[src/rtl/scale_gen_pipe.sv]
// Multi-lane 2-stage pre-scale generator (gemm/div/exp/log) with valid/ready back-pressure.
// Define SCALE_LUT_PROG_EN to make the exp LUT writable flops instead of a constant ROM.
`timescale 1ns/1ps
module scale_gen_pipe #(
  parameter int MUL_BW = 16,
  parameter int FRA_BW = 10,
  parameter int INT_BW = 5,
  parameter int LANES  = 4
) (
  input  logic                      clk,
  input  logic                      rst_n,
  input  logic                      in_valid,
  output logic                      in_ready,
  input  logic [1:0]                gemm_uno,
  input  logic [LANES*MUL_BW-1:0]   x_i,
  input  logic [LANES*MUL_BW-1:0]   y_i,
  output logic                      out_valid,
  input  logic                      out_ready,
  output logic [LANES*MUL_BW-1:0]   scale_o,
  output logic [LANES-1:0]          div0_o
`ifdef SCALE_LUT_PROG_EN
  ,
  input  logic                      lut_wr_en,
  input  logic [INT_BW-1:0]         lut_wr_addr,
  input  logic [MUL_BW-1:0]         lut_wr_data
`endif
);

  localparam int DEPTH = 1 << INT_BW;
  localparam int EW    = $clog2(MUL_BW) + 1;
  localparam int WW    = MUL_BW + FRA_BW;
  localparam logic [MUL_BW-1:0] MAX_POS = {1'b0, {(MUL_BW-1){1'b1}}};
  localparam logic [MUL_BW-1:0] MAX_NEG = {1'b1, {(MUL_BW-1){1'b0}}};
  localparam logic [1:0] MODE_GEMM = 2'b00;
  localparam logic [1:0] MODE_DIV  = 2'b01;
  localparam logic [1:0] MODE_EXP  = 2'b10;
  localparam logic [1:0] MODE_LOG  = 2'b11;

  // round(e^k * 2^FRA_BW), clamped to [0, max positive]
  function automatic logic [MUL_BW-1:0] exp_default(input int k);
    real r;
    logic [MUL_BW-1:0] res;
    r = $exp($itor(k)) * $itor(1 << FRA_BW);
    if (r >= $itor((1 << (MUL_BW-1)) - 1)) res = MAX_POS;
    else if (r < 0.5)                       res = '0;
    else                                    res = MUL_BW'($rtoi(r + 0.5));
    exp_default = res;
  endfunction

  logic [MUL_BW-1:0] lut [DEPTH];

  for (genvar g = 0; g < DEPTH; g++) begin : g_lut
    localparam logic [MUL_BW-1:0] DEF = exp_default((g >= DEPTH/2) ? g - DEPTH : g);
`ifdef SCALE_LUT_PROG_EN
    logic [MUL_BW-1:0] entry_q;
    always_ff @(posedge clk or negedge rst_n) begin
      if (!rst_n)                                              entry_q <= DEF;
      else if (lut_wr_en && (lut_wr_addr == INT_BW'(g)))      entry_q <= lut_wr_data;
    end
    assign lut[g] = entry_q;
`else
    assign lut[g] = DEF;
`endif
  end

  logic                         s1_valid_q;
  logic [1:0]                   s1_mode_q;
  logic [LANES-1:0][EW-1:0]     s1_e_d, s1_e_q;
  logic [LANES-1:0][INT_BW-1:0] s1_idx_d, s1_idx_q;
  logic [LANES-1:0]             s1_zero_d, s1_zero_q;
  logic [LANES*MUL_BW-1:0]      s1_y_q;
  logic                         out_valid_q;
  logic [LANES*MUL_BW-1:0]      scale_d, scale_q;
  logic [LANES-1:0]             div0_d, div0_q;
  logic                         s2_en;

  // S2 can take a new beat when empty or being consumed this cycle
  assign s2_en    = ~out_valid_q | out_ready;
  assign in_ready = ~s1_valid_q | s2_en;

  always_comb begin : s1_decode
    logic [MUL_BW-1:0] x, m;
    int p;
    x = '0;
    m = '0;
    p = 0;
    s1_e_d    = '0;
    s1_idx_d  = '0;
    s1_zero_d = '0;
    for (int l = 0; l < LANES; l++) begin
      x = x_i[l*MUL_BW +: MUL_BW];
      if (x == MAX_NEG)      m = MAX_POS;
      else if (x[MUL_BW-1])  m = ~x + MUL_BW'(1);
      else                   m = x;
      p = 0;
      for (int b = 0; b < MUL_BW; b++) if (m[b]) p = b;
      s1_e_d[l]    = EW'(p - (FRA_BW - 1));
      s1_idx_d[l]  = x[FRA_BW+INT_BW-1 : FRA_BW];
      s1_zero_d[l] = (m == '0);
    end
  end

  always_ff @(posedge clk or negedge rst_n) begin
    if (!rst_n) begin
      s1_valid_q <= 1'b0;
      s1_mode_q  <= '0;
      s1_e_q     <= '0;
      s1_idx_q   <= '0;
      s1_zero_q  <= '0;
      s1_y_q     <= '0;
    end else if (in_ready) begin
      s1_valid_q <= in_valid;
      if (in_valid) begin
        s1_mode_q <= gemm_uno;
        s1_e_q    <= s1_e_d;
        s1_idx_q  <= s1_idx_d;
        s1_zero_q <= s1_zero_d;
        s1_y_q    <= y_i;
      end
    end
  end

  always_comb begin : s2_compute
    logic [MUL_BW-1:0] y;
    logic [EW-1:0]     e, sl;
    logic [WW-1:0]     wide;
    y       = '0;
    e       = '0;
    sl      = '0;
    wide    = '0;
    scale_d = '0;
    div0_d  = '0;
    for (int l = 0; l < LANES; l++) begin
      y = s1_y_q[l*MUL_BW +: MUL_BW];
      e = s1_e_q[l];
      case (s1_mode_q)
        MODE_GEMM: scale_d[l*MUL_BW +: MUL_BW] = '0;
        MODE_LOG:  scale_d[l*MUL_BW +: MUL_BW] = '1;
        MODE_EXP:  scale_d[l*MUL_BW +: MUL_BW] = lut[s1_idx_q[l]];
        MODE_DIV: begin
          if (s1_zero_q[l]) begin
            div0_d[l] = 1'b1;
          end else if (!e[EW-1]) begin
            scale_d[l*MUL_BW +: MUL_BW] = $signed(y) >>> e;
          end else begin
            // widen, shift left, then saturate if bits above the sign were lost
            sl   = ~e + EW'(1);
            wide = {{FRA_BW{y[MUL_BW-1]}}, y} << sl;
            if ((&wide[WW-1:MUL_BW-1]) || ~(|wide[WW-1:MUL_BW-1]))
              scale_d[l*MUL_BW +: MUL_BW] = wide[MUL_BW-1:0];
            else
              scale_d[l*MUL_BW +: MUL_BW] = wide[WW-1] ? MAX_NEG : MAX_POS;
          end
        end
      endcase
    end
  end

  always_ff @(posedge clk or negedge rst_n) begin
    if (!rst_n) begin
      out_valid_q <= 1'b0;
      scale_q     <= '0;
      div0_q      <= '0;
    end else if (s2_en) begin
      out_valid_q <= s1_valid_q;
      if (s1_valid_q) begin
        scale_q <= scale_d;
        div0_q  <= div0_d;
      end
    end
  end

  assign out_valid = out_valid_q;
  assign scale_o   = scale_q;
  assign div0_o    = div0_q;

endmodule
[config.mk]
export PLATFORM = sky130hd
export DESIGN_NAME = scale_gen_pipe
export DESIGN_NICKNAME = d
export VERILOG_FILES = /design/src/rtl/scale_gen_pipe.sv
export SDC_FILE = /design/constraint.sdc
export NUM_CORES = 1
export LEC_CHECK = 0
export BUFFER_PORTS_ARGS = -buffer_cell sky130_fd_sc_hd__buf_2
export CORE_ASPECT_RATIO = 0.8
export CORE_MARGIN = 1
export CORE_UTILIZATION = 55
export CTS_CLUSTER_DIAMETER = 200
export CTS_CLUSTER_SIZE = 40
export DETAILED_ROUTE_END_ITERATION = 8
export PLACE_DENSITY_LB_ADDON = 0.15
export SLEW_MARGIN = 20
export SYNTH_ARGS = -nofsm -noshare
export SYNTH_HDL_FRONTEND = slang
export SYNTH_SLANG_ARGS = --single-unit
[constraint.sdc]
create_clock -name clk -period 8.2 [get_ports clk]
set_input_delay 1.64 -clock clk [delete_from_list [all_inputs] [get_ports clk]]
set_output_delay 1.64 -clock clk [all_outputs]
set_load 0.1 [all_outputs]
==> flow_summary.toml <==
[outcome]
outcome = "complete, no violations"

[synth]
yosysTopAreaCell = "dfrtp_1"
postSynthAreaPerCell_um2 = 8.21
syn_inst = 2424
synth_area_leaders = "dfrtp_1, mux4_2, mux2_2"
syn_area_um2 = 19900
synth_mux_area_share_pct = 22.3
ys_seq_area_share_pct = 22.6
synth_nets = 2592
synth_warnings = 0
post-synth-top-count-cell = "nand2_1"
async_reset_ff_share_pct = 100
synth_xor_area_share_pct = 2.99
synth.distinct_cells = 113
synth-compound-area-share_pct = 25.5
synthTopCellsByCount = "nand2_1, nor2_1, a21oi_1, o21ai_0, dfrtp_1"
ys_seq_elements = 180
yosys.area_share.simple_pct = 18.4
synth_top_flop_cell = "dfrtp_1"
synth_top_area_share_pct = 22.6
synth_adder_area_share_pct = 2.14
synth_edf_count = 0
synth_top_family_by_area = "compound AO/OA/AOI/OAI gates"

[timing]
worstMarginPinSlew_ps = 1180
fin_crit_sh_pct = 61.6
finalCriticalPeriod_ps = 5050
maxSlewHeadroom_pct = 21.0
report.final.slew_viol_count = 0
finalClockSkew_ps = 13.2
max_freq_ghz = 0.198
setup_tns_ps = 0
setup_ws_ps = 3150
rsz0062_at_grt = "false"
hold_violations = 0
setup_viol = 0

[setup_path]
cp.required_ps = 8530
crit_chain = "buf_4 > clkinv_1 > ha_1 > buf_4 > mux2_2 > mux2_4 > mux2_4 > a221o_1 > nor4b_2 > nand3_2 > a21o_1 > a21oi_1 > o221ai_1"
worstPathArrival_ps = 5380
r2r_slack_ps = 3150
worst_setup_path_start_kind = "flip-flop"
timing.rr.end = "scale_o[11]$_DFFE_PN0P_"
slowest_delay_ps = 570
timing.rr.start = "s1_e_q[0]$_DFFE_PN0P_"
critPathTopFamily = "buffers and inverters"
worstPathBufferInverterCount = 3
slowest_stage = "clkinv_1"
worstPathMaxFanout = 49
ff2ff_path_depth = 13
end_kind = "flip-flop"
path_class = "flip-flop to flip-flop"

[floorplan]
dieArea_um2 = 36900
die_w_um = 215
core_um2 = 35200
start_util_pct = 56.5
std_cell_rows = 61
pin_count = 204
die_h_um = 172

[cts]
cts_max_level = 4
cts.reportedPaths.clkPinSlew_ps = 70
root_buffer = "clkbuf_16"
insertion_delay_ps = 470
cts_setup_buffers = 0
cts_buffers = 17
cts_tree = "built"
ctsLongestPathBuffers = 2
clock-sinks = 180
cts_resized = 0
cts-hold-fix-buffers = 0

[global_routing]
grt_max_degree = 118
track_usage_pct = 34.3
antenna_found_initial = 8
grt_first_pass_wirelength_um = 100000
grt_pass1_vias = 17600
grt-ovfl-total = 0
use_met1_pct = 51.6
grt_use_met3_pct = 6.05
grt_use_met2_pct = 49.4
grt_busiest_layer = "met1"

[routing]
routed-via-count = 19900
wl_um = 64700
via_per_inst = 6.71
wl_per_cell_um = 21.9
ant_nets = 0
drc_errors = 0
first_pass_iters = 6
dr.first_iter.drc_count = 2929

[min_path]
min_path_cells = 2
hold_class = "flip-flop to flip-flop"
hp-start = "s1_e_q[7]$_DFFE_PN0P_"
worstHoldEndpoint = "s1_e_q[7]$_DFFE_PN0P_"

[finish]
fill_cells = 3173
syn2layout_area_growth_pct = 7.79
nNetsFinal = 2639
fin_cells = 2961
final-seq-area_um2 = 4510
drive_gt1_share_pct = 22.5
multi_input_comb_area_um2 = 14200
finalCoreUtilization_pct = 61.0

[placed_design]
dp.cells = 2924
io_buffers = 203
post-place-ws_ps = 3270
gp_congestion = 0.969
detailed_place_hpwl_um = 47700

[power_and_ir_drop]
p_per_area_nw_per_um2 = 297
p_leak_nw = 8.76
vdd_drop_max_uv = 296
p_total_mw = 6.38

[run]
drv_cap = 0
metal layers:
layer / vias up / share of wire [%]
li1: 9154 / -
met1: 9545 / 45
met2: 1066 / 43
met3: 101 / 9.5
met4: 4 / 2.3
met5: - / 0.037
cell families after synthesis:
kind of cell             Yosys count
flip-flops                       180
multiplexers                     325
AND/OR/NAND/NOR                  761
AO/OA/AOI/OAI                    791
buffers and inverters            271
XOR/XNOR                          62
adder cells (fa/ha/maj)           34
state kept, by name (all words and copies together), names as in the netlist:
name	count
s1_y_q	64
scale_o	64
s1_idx_q	20
s1_e_q	15
s2_compute.e	5
div0_o	4
s1_zero_q	4
s1_mode_q	2
out_valid	1
s1_valid_q	1
power by group:
part | total, mW | internal, mW | switching (mW)
logic | 4.08 | 1.34 | 2.74
registers | 1.41 | 1.08 | 0.332
clock network | 0.893 | 0.468 | 0.425
layout make-up:
type,count,share of cell area (%)
Multi-Input combinational cell,1973,66.4
Clock inverter,14,0.788
Sequential cell,180,21.0
Antenna cell,5,0.0583
Timing Repair Buffer,233,5.83
Inverter,66,1.16
Clock buffer,18,2.05
Tap cell,472,2.75
cell usage in the layout (no fill, tap or decap), types with 37 or more instances in the layout:
master	synthesis	layout
a211oi_1	37	37
a21oi_1	207	207
a31oi_1	50	50
buf_2	36	202
dfrtp_1	180	178
inv_1	59	59
mux2_2	132	132
mux2i_1	109	109
mux4_2	79	79
nand2_1	262	260
nor2_1	218	218
nor3_1	42	42
o21ai_0	203	203
worst register-to-register path, delay by kind of cell, from the launching register on:
kind / cells / cell delay, ps
compound gates: 4 / 1160
buf+inv: 3 / 1420
mux: 3 / 970
simple gates: 2 / 560
flops: 1 / 320
fa+ha+maj: 1 / 480
how the worst max path moves through the flow:
stage / cells past startpoint / slack, ps / endpoint / from
after global placement: 12 / 3380 / s1_e_q[2]$_DFFE_PN0P_ / x_i[0]
after CTS: 13 / 3210 / scale_o[11]$_DFFE_PN0P_ / s1_e_q[0]$_DFFE_PN0P_
final: 13 / 3150 / scale_o[11]$_DFFE_PN0P_ / s1_e_q[0]$_DFFE_PN0P_
after global routing: 13 / 2820 / scale_o[11]$_DFFE_PN0P_ / s1_e_q[0]$_DFFE_PN0P_
after detailed placement: 13 / 3270 / scale_o[11]$_DFFE_PN0P_ / s1_e_q[0]$_DFFE_PN0P_
after floorplan: 18 / 3800 / scale_o[37]$_DFFE_PN0P_ / s1_e_q[10]$_DFFE_PN0P_
through the flow:
stage / hold WS, ps / area [µm²]
finish: 494 / 21400
floorplan: 467 / 19900
detailed placement: 472 / 20800
global route: 509 / 21400
global placement: 460 / 20800
CTS: 496 / 21400
Power figures use the tool's default switching activity.
